$ cat src/rtl/proc_trace_fifo_if.sv
// ============================================================================
// Module      : proc_trace_fifo_if
// Description : Capture-side and read-side signal bundle for proc_trace_fifo.
// Revision    : 1.0 - initial release
// ============================================================================
`default_nettype none

interface proc_trace_fifo_if #(
    parameter int DEPTH = 16,
    parameter int W     = 32
);
    localparam int CW = $clog2(DEPTH) + 1;

    logic          Cap_En;
    logic          Cap_Mode;
    logic [W-1:0]  ALU_Out;
    logic [W-1:0]  MEM_Out;
    logic [W-1:0]  RFrd;
    logic          Rd_Valid;
    logic          Rd_Ready;
    logic [W-1:0]  Rd_ALU;
    logic [W-1:0]  Rd_MEM;
    logic [W-1:0]  Rd_RF;
    logic [15:0]   Rd_Stamp;
    logic [CW-1:0] Count;
    logic          Overflow;
    logic [7:0]    Drop_Cnt;

    modport slave (
        input  Cap_En, Cap_Mode, ALU_Out, MEM_Out, RFrd, Rd_Ready,
        output Rd_Valid, Rd_ALU, Rd_MEM, Rd_RF, Rd_Stamp, Count, Overflow, Drop_Cnt
    );

    modport master (
        output Cap_En, Cap_Mode, ALU_Out, MEM_Out, RFrd, Rd_Ready,
        input  Rd_Valid, Rd_ALU, Rd_MEM, Rd_RF, Rd_Stamp, Count, Overflow, Drop_Cnt
    );
endinterface

`default_nettype wire

$ cat src/rtl/proc_trace_fifo.sv
// ============================================================================
// Module      : proc_trace_fifo
// Description : Timestamped FIFO trace capture of processor result buses with
//               first-word fall-through valid/ready drain.
// Revision    : 1.0 - initial release
// ============================================================================
`default_nettype none

module proc_trace_fifo #(
    parameter int DEPTH = 16,
    parameter int W     = 32
) (
    input  logic                   Clk,
    input  logic                   Reset,
    proc_trace_fifo_if.slave       bus
);
    localparam int AW = $clog2(DEPTH);
    localparam int CW = AW + 1;
    localparam int TW = 3 * W;
    localparam int EW = TW + 16;

    logic [15:0]   cyc_q;
    logic [TW-1:0] prev_q;
    logic [AW-1:0] wr_ptr_q;
    logic [AW-1:0] rd_ptr_q;
    logic [CW-1:0] count_q;
    logic [CW-1:0] count_d;
    logic          ovf_q;
    logic [7:0]    drop_q;
    logic [EW-1:0] mem_q [DEPTH];

    logic [TW-1:0] w_triple;
    logic          w_cap;
    logic          w_full;
    logic          w_not_empty;
    logic          w_pop;
    logic          w_push;
    logic          w_drop;

    assign w_triple    = {bus.ALU_Out, bus.MEM_Out, bus.RFrd};
    assign w_cap       = bus.Cap_En && (!bus.Cap_Mode || (w_triple != prev_q));
    assign w_full      = (count_q == CW'(DEPTH));
    assign w_not_empty = (count_q != '0);
    assign w_pop       = w_not_empty && bus.Rd_Ready;
    // A pop on the same edge frees the slot, so a full FIFO still accepts.
    assign w_push      = w_cap && (!w_full || w_pop);
    assign w_drop      = w_cap && w_full && !w_pop;

    always_comb begin
        count_d = count_q;
        if (w_push && !w_pop) begin
            count_d = count_q + CW'(1);
        end else if (w_pop && !w_push) begin
            count_d = count_q - CW'(1);
        end
    end

    always_ff @(posedge Clk or posedge Reset) begin
        if (Reset) begin
            cyc_q    <= '0;
            prev_q   <= '0;
            wr_ptr_q <= '0;
            rd_ptr_q <= '0;
            count_q  <= '0;
            ovf_q    <= 1'b0;
            drop_q   <= '0;
        end else begin
            cyc_q   <= cyc_q + 16'd1;
            count_q <= count_d;
            if (bus.Cap_En) begin
                prev_q <= w_triple;
            end
            if (w_push) begin
                wr_ptr_q <= wr_ptr_q + AW'(1);
            end
            if (w_pop) begin
                rd_ptr_q <= rd_ptr_q + AW'(1);
            end
            if (w_drop) begin
                ovf_q <= 1'b1;
                if (drop_q != 8'hFF) begin
                    drop_q <= drop_q + 8'd1;
                end
            end
        end
    end

    // Storage is cleared on reset so the read fields show zero afterwards.
    always_ff @(posedge Clk or posedge Reset) begin
        if (Reset) begin
            for (int i = 0; i < DEPTH; i++) begin
                mem_q[i] <= '0;
            end
        end else if (w_push) begin
            mem_q[wr_ptr_q] <= {w_triple, cyc_q};
        end
    end

    assign bus.Rd_Valid = w_not_empty;
    assign {bus.Rd_ALU, bus.Rd_MEM, bus.Rd_RF, bus.Rd_Stamp} = mem_q[rd_ptr_q];
    assign bus.Count    = count_q;
    assign bus.Overflow = ovf_q;
    assign bus.Drop_Cnt = drop_q;

endmodule

`default_nettype wire

$ cat src/flat_wrapper.sv
// flat-port wrapper written by rule: the top's interface ports become plain ports
module proc_trace_fifo_flat 
#(
    parameter int DEPTH = 16,
    parameter int W     = 32
)
  (Clk, Reset, bus_Cap_En, bus_Cap_Mode, bus_ALU_Out, bus_MEM_Out, bus_RFrd, bus_Rd_Ready, bus_Rd_Valid, bus_Rd_ALU, bus_Rd_MEM, bus_Rd_RF, bus_Rd_Stamp, bus_Count, bus_Overflow, bus_Drop_Cnt);
  proc_trace_fifo_if #(.DEPTH(DEPTH), .W(W)) bus_i ();
  input  logic Clk;
  input  logic Reset;
  input wire logic [$bits(bus_i.Cap_En)-1:0] bus_Cap_En;
  input wire logic [$bits(bus_i.Cap_Mode)-1:0] bus_Cap_Mode;
  input wire logic [$bits(bus_i.ALU_Out)-1:0] bus_ALU_Out;
  input wire logic [$bits(bus_i.MEM_Out)-1:0] bus_MEM_Out;
  input wire logic [$bits(bus_i.RFrd)-1:0] bus_RFrd;
  input wire logic [$bits(bus_i.Rd_Ready)-1:0] bus_Rd_Ready;
  output wire logic [$bits(bus_i.Rd_Valid)-1:0] bus_Rd_Valid;
  output wire logic [$bits(bus_i.Rd_ALU)-1:0] bus_Rd_ALU;
  output wire logic [$bits(bus_i.Rd_MEM)-1:0] bus_Rd_MEM;
  output wire logic [$bits(bus_i.Rd_RF)-1:0] bus_Rd_RF;
  output wire logic [$bits(bus_i.Rd_Stamp)-1:0] bus_Rd_Stamp;
  output wire logic [$bits(bus_i.Count)-1:0] bus_Count;
  output wire logic [$bits(bus_i.Overflow)-1:0] bus_Overflow;
  output wire logic [$bits(bus_i.Drop_Cnt)-1:0] bus_Drop_Cnt;
  assign bus_i.Cap_En = bus_Cap_En;
  assign bus_i.Cap_Mode = bus_Cap_Mode;
  assign bus_i.ALU_Out = bus_ALU_Out;
  assign bus_i.MEM_Out = bus_MEM_Out;
  assign bus_i.RFrd = bus_RFrd;
  assign bus_i.Rd_Ready = bus_Rd_Ready;
  assign bus_Rd_Valid = bus_i.Rd_Valid;
  assign bus_Rd_ALU = bus_i.Rd_ALU;
  assign bus_Rd_MEM = bus_i.Rd_MEM;
  assign bus_Rd_RF = bus_i.Rd_RF;
  assign bus_Rd_Stamp = bus_i.Rd_Stamp;
  assign bus_Count = bus_i.Count;
  assign bus_Overflow = bus_i.Overflow;
  assign bus_Drop_Cnt = bus_i.Drop_Cnt;
  proc_trace_fifo #(.DEPTH(DEPTH), .W(W)) u_core (.Clk(Clk), .Reset(Reset), .bus(bus_i));
endmodule
$ cat config.mk
export PLATFORM = sky130hd
export DESIGN_NAME = proc_trace_fifo_flat
export DESIGN_NICKNAME = d
export VERILOG_FILES = /design/src/rtl/proc_trace_fifo_if.sv /design/src/rtl/proc_trace_fifo.sv /design/src/flat_wrapper.sv
export SDC_FILE = /design/constraint.sdc
export NUM_CORES = 2
export LEC_CHECK = 0
export CORE_UTILIZATION = 45
export DETAILED_ROUTE_END_ITERATION = 16
export PLACE_DENSITY = 0.69
export REMOVE_ABC_BUFFERS = 1
export SYNTH_ARGS = -nofsm -noshare
export SYNTH_HDL_FRONTEND = slang
export SYNTH_SLANG_ARGS = --single-unit
$ cat constraint.sdc
create_clock -name Clk -period 80.8 [get_ports Clk]
set_clock_uncertainty 0.1 [all_clocks]
set_input_delay 12.12 -clock Clk [delete_from_list [all_inputs] [get_ports Clk]]
set_output_delay 12.12 -clock Clk [all_outputs]
set_load 0.05 [all_outputs]
=== Word level (Yosys, flattened, before mapping) ===
Cells that the tools add are included.

* Flip-flop bits (word level): 1926
* Output and inout port bits: 127

* Add/sub/neg operators: 6
* $lt $le $gt $ge: 3
* Equality and inequality tests: 3
* Mux-type cells: 8
* Bitwise logic cells: 2
* Reduce and logical (&&, ||, !) cells: 17

{| class="wikitable"
|+ Operators by type and width
! kind !! count
|-
| $bwmux W1792 || 1
|-
| $bmux W112 S4 || 1
|-
| $demux W112 S4 || 1
|-
| $mux W112 || 3
|-
| $ne A96 B96 Y1 || 1
|-
| $add A16 B1 Y16 const B || 1
|-
| $ge A5 B5 Y1 const B || 2
|-
| $mux W5 || 2
|-
| $not A4 Y5 || 2
|-
| $add A4 B1 Y4 const B || 2
|-
| $add A8 B1 Y8 const B || 1
|-
| $logic_and A1 B1 Y1 || 8
|-
| $ne A8 B8 Y1 const B || 1
|-
| $add A5 B1 Y5 const B || 1
|-
| $eq A5 B5 Y1 const B || 1
|-
| $lt A5 B1 Y1 const B || 1
|-
| $reduce_bool A5 Y1 || 1
|-
| $sub A5 B1 Y5 const B || 1
|-
| $logic_not A1 Y1 || 4
|-
| $logic_or A1 B1 Y1 || 2
|-
| $reduce_and A2 Y1 || 1
|-
| $reduce_bool A2 Y1 || 1
|}

=== Longest topological paths before layout ===
* Depth in word-level cells: 8
* Gate-level depth with buffers: 18

=== Worst setup path after synthesis ===
Ideal clock, no wire load.

* Kind: input to register
* From: in bus_RFrd[8]
* To: reg u_core.count_q[4], in the netlist u_core.bus.Count[4]
* Library setup time: 145 ps
* Arrival: 15366 ps
* Data required time: 80555 ps
* Setup slack: 65189 ps
* Cell stages on the path: 18
* Path through: buf_2 nor2b_1 a2111o_1 nor4bb_1 nand4b_1 nor4_4 buf_4 buf_2 nand3b_1 inv_1 ha_1 inv_1 ha_1 a21o_1 a21oi_1 xnor2_1 nor2_1 xor2_1

* Longest elaborated chain between the ends: 7

{| class="wikitable"
|+ RTL lines
! item !! RTL line !! RTL
|-
| from (decl) || flat_wrapper.sv:15 || <nowiki>input wire logic [$bits(bus_i.RFrd)-1:0] bus_RFrd;</nowiki>
|-
| $ne A96 B96 Y1 * || proc_trace_fifo.sv:41 || <nowiki>assign w_cap = bus.Cap_En && (!bus.Cap_Mode || (w_triple != prev_q));</nowiki>
|-
| $logic_or A1 B1 Y1 * || proc_trace_fifo.sv:41 ||
|-
| $logic_and A1 B1 Y1 * || proc_trace_fifo.sv:41 ||
|-
| $logic_and A1 B1 Y1 * || proc_trace_fifo.sv:46 || <nowiki>assign w_push = w_cap && (!w_full || w_pop);</nowiki>
|-
| via u_core.w_push || proc_trace_fifo.sv:37 || <nowiki>logic w_push;</nowiki>
|-
| $logic_not A1 Y1 || proc_trace_fifo.sv:53 || <nowiki>end else if (w_pop && !w_push) begin</nowiki>
|-
| $logic_and A1 B1 Y1 || proc_trace_fifo.sv:53 ||
|-
| $reduce_bool A2 Y1 (no line) || -- ||
|-
| to (signal assigned) || proc_trace_fifo.sv:69 || <nowiki>count_q <= count_d;</nowiki>
|-
| to (decl) || proc_trace_fifo.sv:26 || <nowiki>logic [CW-1:0] count_q;</nowiki>
|}

Mark *: on every way through the listed nets, which the timed path passes. The rest lies on a longest branch.
A chain may end at the register's enable or synchronous reset.

=== Worst setup path after layout ===
* From: reg u_core.rd_ptr_q[0]
* To: out bus_Rd_RF[11]

* Longest elaborated chain between the ends: 4

{| class="wikitable"
|+ RTL lines
! item !! RTL line !! RTL
|-
| from (decl) || proc_trace_fifo.sv:25 || <nowiki>logic [AW-1:0] rd_ptr_q;</nowiki>
|-
| from (signal assigned) || proc_trace_fifo.sv:77 || <nowiki>rd_ptr_q <= rd_ptr_q + AW'(1);</nowiki>
|-
| $not A4 Y5 (implied by the code) || proc_trace_fifo.sv:100 || <nowiki>assign {bus.Rd_ALU, bus.Rd_MEM, bus.Rd_RF, bus.Rd_Stamp} = mem_q[rd_ptr_q];</nowiki>
|-
| $bmux W112 S4 || proc_trace_fifo.sv:100 ||
|-
| $mux W112 (implied by the code) (2 in series) || proc_trace_fifo.sv:100 ||
|-
| to (decl) || flat_wrapper.sv:20 || <nowiki>output wire logic [$bits(bus_i.Rd_RF)-1:0] bus_Rd_RF;</nowiki>
|}

Every way passes these cells. The select of a mux whose other input is x is not followed.

==> reports/results.env <==
RUN_STATUS='complete, no violations'
HP-CLASS='reg2reg'
POSTSYNTHCELLCOUNT=5269
LAYOUT-AREA-OVERHEAD-VS-SYNTH_PCT=11.8
MAX_CLOCK_FREQ_GHz=0.0501
FINAL_LAYOUT_SIZE_SUFFIX_GT1_FRAC=0.456
MAXIMUM_NUMBER_OF_PINS_ON_ONE_NET_BEFORE_GLOBAL_ROUTE_REPAIR=173
GP_CONGESTION=0.737
WORST_SETUP_PATH_START_KIND='flip-flop'
GRT-OVFL-TOTAL=0
SYNTH_CELL_AREA_SQ_UM=87200
POSTROUTEWIRELENGTH_UM=211000
YOSYS_MOST_USED_DFF='sky130_fd_sc_hd__dfrtp_1'
VDD.IR_DROP.WORST_uV=33.5
DRTITER0DRC=3220
SYNTH_TOP_AREA_CELL='sky130_fd_sc_hd__dfrtp_1'
FP-ROW-COUNT=161
POWER_LEAKAGE_uW=0.0421
ROUTED-VIA-COUNT=46500
TIMING.CRITICAL_PATH.REQUIRED_NS=68.58
ROUTE.ANTENNA.REMAINING_NETS=0
CTS_HTREE_LEVELS=4
WL_PER_CELL_UM=26.6
CLOCK_INSERTION_DELAY_WORST_SKEW_NS=0.85
SEQ_AREA_FRAC_SYNTH=0.553
POST-ROUTE-PERIOD-UTIL=0.247
FINAL-MAX-SLEW-VIOLATION-COUNT=0
POST_CTS_CLOCK_SLEW_AT_THE_LAUNCH_AND_CAPTURE_REGISTERS_OF_THE_WORST_SETUP_AND_HOLD_PATHS_NS=0.06
FINAL_HOLD_VIOL_COUNT=0
MOST_COMMON_CELL_AFTER_LAYOUT_FILL_AND_TAPS_ASIDE='sky130_fd_sc_hd__dfrtp_1'
SYNTH.AVG_CELL_AREA_SQ_UM=16.5
CTS_REPAIR_RESIZE_COUNT=0
MOST-COMMON-LAYOUT-CELLS='sky130_fd_sc_hd__dfrtp_1 (1922), sky130_fd_sc_hd__mux2_2 (1450), sky130_fd_sc_hd__mux4_2 (560), sky130_fd_sc_hd__mux2_1 (424), sky130_fd_sc_hd__clkdlybuf4s50_1 (226)'
NUMBER_OF_BUFFERS_ON_THE_LONGEST_CLOCK_PATH=3
LAYOUT_MIN_CYCLE_TIME_NS=19.97
SYNTH-EDFF-COUNT=0
CTS_TREE='yes'
TIMING.CRITICAL_PATH.FANOUT_MAX=95
HOLD_BUFS_INSERTED_AFTER_CTS=0
REPORT.POWER.TOTAL_uW=4240
DIE_WIDTH_UM=442
YOSYS.AREA.TOP_TYPE_SHARE=0.553
PATH_CLASS='reg2out'
VIAS_IN_THE_FIRST_GLOBAL_ROUTE=49800
SYNTH_WARNINGS=0
DIE-AREA_SQ_UM=195000
POST_CTS_BUFFERS=0
INITIAL_UTIL=0.453
SLEW_HEADROOM=0.176
N_FILL_CELL=15700
NUMCTSBUFFERS=202
POWER_DENSITY_nW_PER_UM2=43.5
DIE_H_UM=442
CTS_ROOT_CELL='sky130_fd_sc_hd__clkbuf_16'
TIMING.MAX_CAP.VIOLATIONS=0
YOSYS_REGISTER_BITS=1926
SETUP_TOTAL_NEGATIVE_SLACK_NS=0
WP_DATA_ARRIVAL_NS=7.75
SYNTH.LIB_CELLS_USED.DISTINCT=47
GRT_PASS1_WL_UM=325000
COREAREA_SQ_UM=192000
GRT.TOTAL_USAGE=0.219
NUMBER_OF_CLOCK_SINKS=1926
GRT_ANTENNA_BEFORE_REPAIR=27
WORSTSETUPENDPOINTTYPE='output port'
GRT_SETUP_UNREPAIRED='false'
DRCVIOLATIONCOUNT=0
PLACEMENT.IO_BUFFERS=227
WORST_SLEW_PIN_TRAN_NS=1.24
SYNTH-ASYNC-RESET-RATIO=1.00
DETAIL_ROUTE.VIAS_PER_CELL=5.85
DESIGN.FINAL.NETS=5351
DRT_PRE_ANTENNA_ITERS=7
TOP_POST_SYNTHESIS_CELLS_BY_AREA='sky130_fd_sc_hd__dfrtp_1 (55%), sky130_fd_sc_hd__mux2_2 (19%), sky130_fd_sc_hd__mux4_2 (14%)'
PIN_COUNT=228
SETUP-VIOLATIONS-FINAL=0
DP_HPWL_UM=115000
-- report_power, final --
group / switching, uW / internal, uW / leakage [uW] / total [uW]
Combinational: 831 / 886 / 0.0148 / 1720
Clock: 394 / 544 / 0.00337 / 938
Sequential: 213 / 1370 / 0.0240 / 1580
Total: 1440 / 2800 / 0.0421 / 4240
-- layout make-up --
cell class              count  area (sq um)  share of cell area
repair buffers            330          3130              0.0322
inverters                  38           150             0.00154
clock inverters            60           716             0.00734
flip-flops and latches   1926         48200               0.495
clock buffers             314          6110              0.0627
well taps                2526          3160              0.0324
diodes                      8          20.0            0.000205
multi-input cells        2740         36000               0.369
-- through the flow --
step	setup WS [ns]	hold WS, ns	cells	area [sq um]	util
2_1_floorplan	14.19	0.353	4704	84200	-
4_1_cts	60.49	0.387	7934	97500	0.507
3_5_place_dp	61.42	0.370	7560	90600	0.471
5_1_grt	60.12	0.399	7942	97500	0.507
3_3_place_gp	61.45	0.363	7560	90600	0.471
6_report	60.83	0.384	7942	97500	0.507
-- final timing paths --
path,start,end,slack [ns],cells after the start
worst max-delay path,u_core.rd_ptr_q[0],bus_Rd_RF[11],60.83,8
worst min-delay path,u_core.mem_q[1698],u_core.mem_q[1698],0.38,1
worst max register to register,u_core.prev_q[75],u_core.mem_q[433],74.86,10
worst min register to register,u_core.mem_q[1698],u_core.mem_q[1698],0.38,1
max in group asynchronous,Reset,u_core.mem_q[534],63.37,8
min in group asynchronous,Reset,u_core.mem_q[935],11.81,2
-- Yosys cell counts, types with 2 or more instances --
master / n
sky130_fd_sc_hd__clkbuf_1: 293
sky130_fd_sc_hd__nand4_1: 18
sky130_fd_sc_hd__nor2b_1: 16
sky130_fd_sc_hd__mux2_1: 424
sky130_fd_sc_hd__a2111o_1: 5
sky130_fd_sc_hd__o2bb2ai_1: 3
sky130_fd_sc_hd__mux2_2: 1450
sky130_fd_sc_hd__and2_1: 2
sky130_fd_sc_hd__a21o_1: 2
sky130_fd_sc_hd__o21ai_0: 20
sky130_fd_sc_hd__nor4_1: 21
sky130_fd_sc_hd__a22o_1: 2
sky130_fd_sc_hd__xor2_1: 33
sky130_fd_sc_hd__o22ai_1: 11
sky130_fd_sc_hd__nor2_1: 7
sky130_fd_sc_hd__buf_4: 77
sky130_fd_sc_hd__buf_2: 53
sky130_fd_sc_hd__buf_1: 81
sky130_fd_sc_hd__ha_1: 11
sky130_fd_sc_hd__or4_1: 13
sky130_fd_sc_hd__buf_6: 60
sky130_fd_sc_hd__mux4_2: 560
sky130_fd_sc_hd__nand2b_1: 5
sky130_fd_sc_hd__a21oi_1: 3
sky130_fd_sc_hd__xnor2_1: 63
sky130_fd_sc_hd__nand2_1: 38
sky130_fd_sc_hd__dfrtp_1: 1926
sky130_fd_sc_hd__and3_1: 6
sky130_fd_sc_hd__inv_1: 38
sky130_fd_sc_hd__nand3_1: 11
-- routing by layer --
| metal | vias to the layer above | track usage | part of all wire |
|---|---|---|---|
| met5 | - | 0 | 0.00066 |
| met4 | 22 | 0.0652 | 0.026 |
| met3 | 290 | 0.0368 | 0.041 |
| met2 | 817 | 0.344 | 0.48 |
| met1 | 25800 | 0.313 | 0.45 |
| li1 | 19500 | - | - |
-- registers in the layout, indices dropped and copies added (netlist names) --
register,count
u_core.bus.Drop_Cnt,8
u_core.bus.Overflow,1
u_core.prev_q,96
u_core.wr_ptr_q,4
u_core.rd_ptr_q,4
u_core.bus.Count,5
u_core.cyc_q,16
u_core.mem_q,1792
-- cell families after synthesis --
kind of cell / synth area share
simple gates: 0.00960
fa+ha+maj: 0.00181
buf+inv: 0.0352
flops: 0.553
compound gates: 0.00393
mux: 0.387
xor+xnor: 0.00965
-- worst max-delay path: stages, from the launching register on --
cell and delay (ns):
sky130_fd_sc_hd__dfrtp_4 0.84, sky130_fd_sc_hd__buf_12 0.69, sky130_fd_sc_hd__buf_4 0.76, sky130_fd_sc_hd__buf_4 0.81
sky130_fd_sc_hd__buf_4 0.75, sky130_fd_sc_hd__buf_4 0.88, sky130_fd_sc_hd__mux4_2 0.61, sky130_fd_sc_hd__mux4_2 0.54
sky130_fd_sc_hd__clkdlybuf4s50_1 0.73
(Power assumes the default switching activity.)
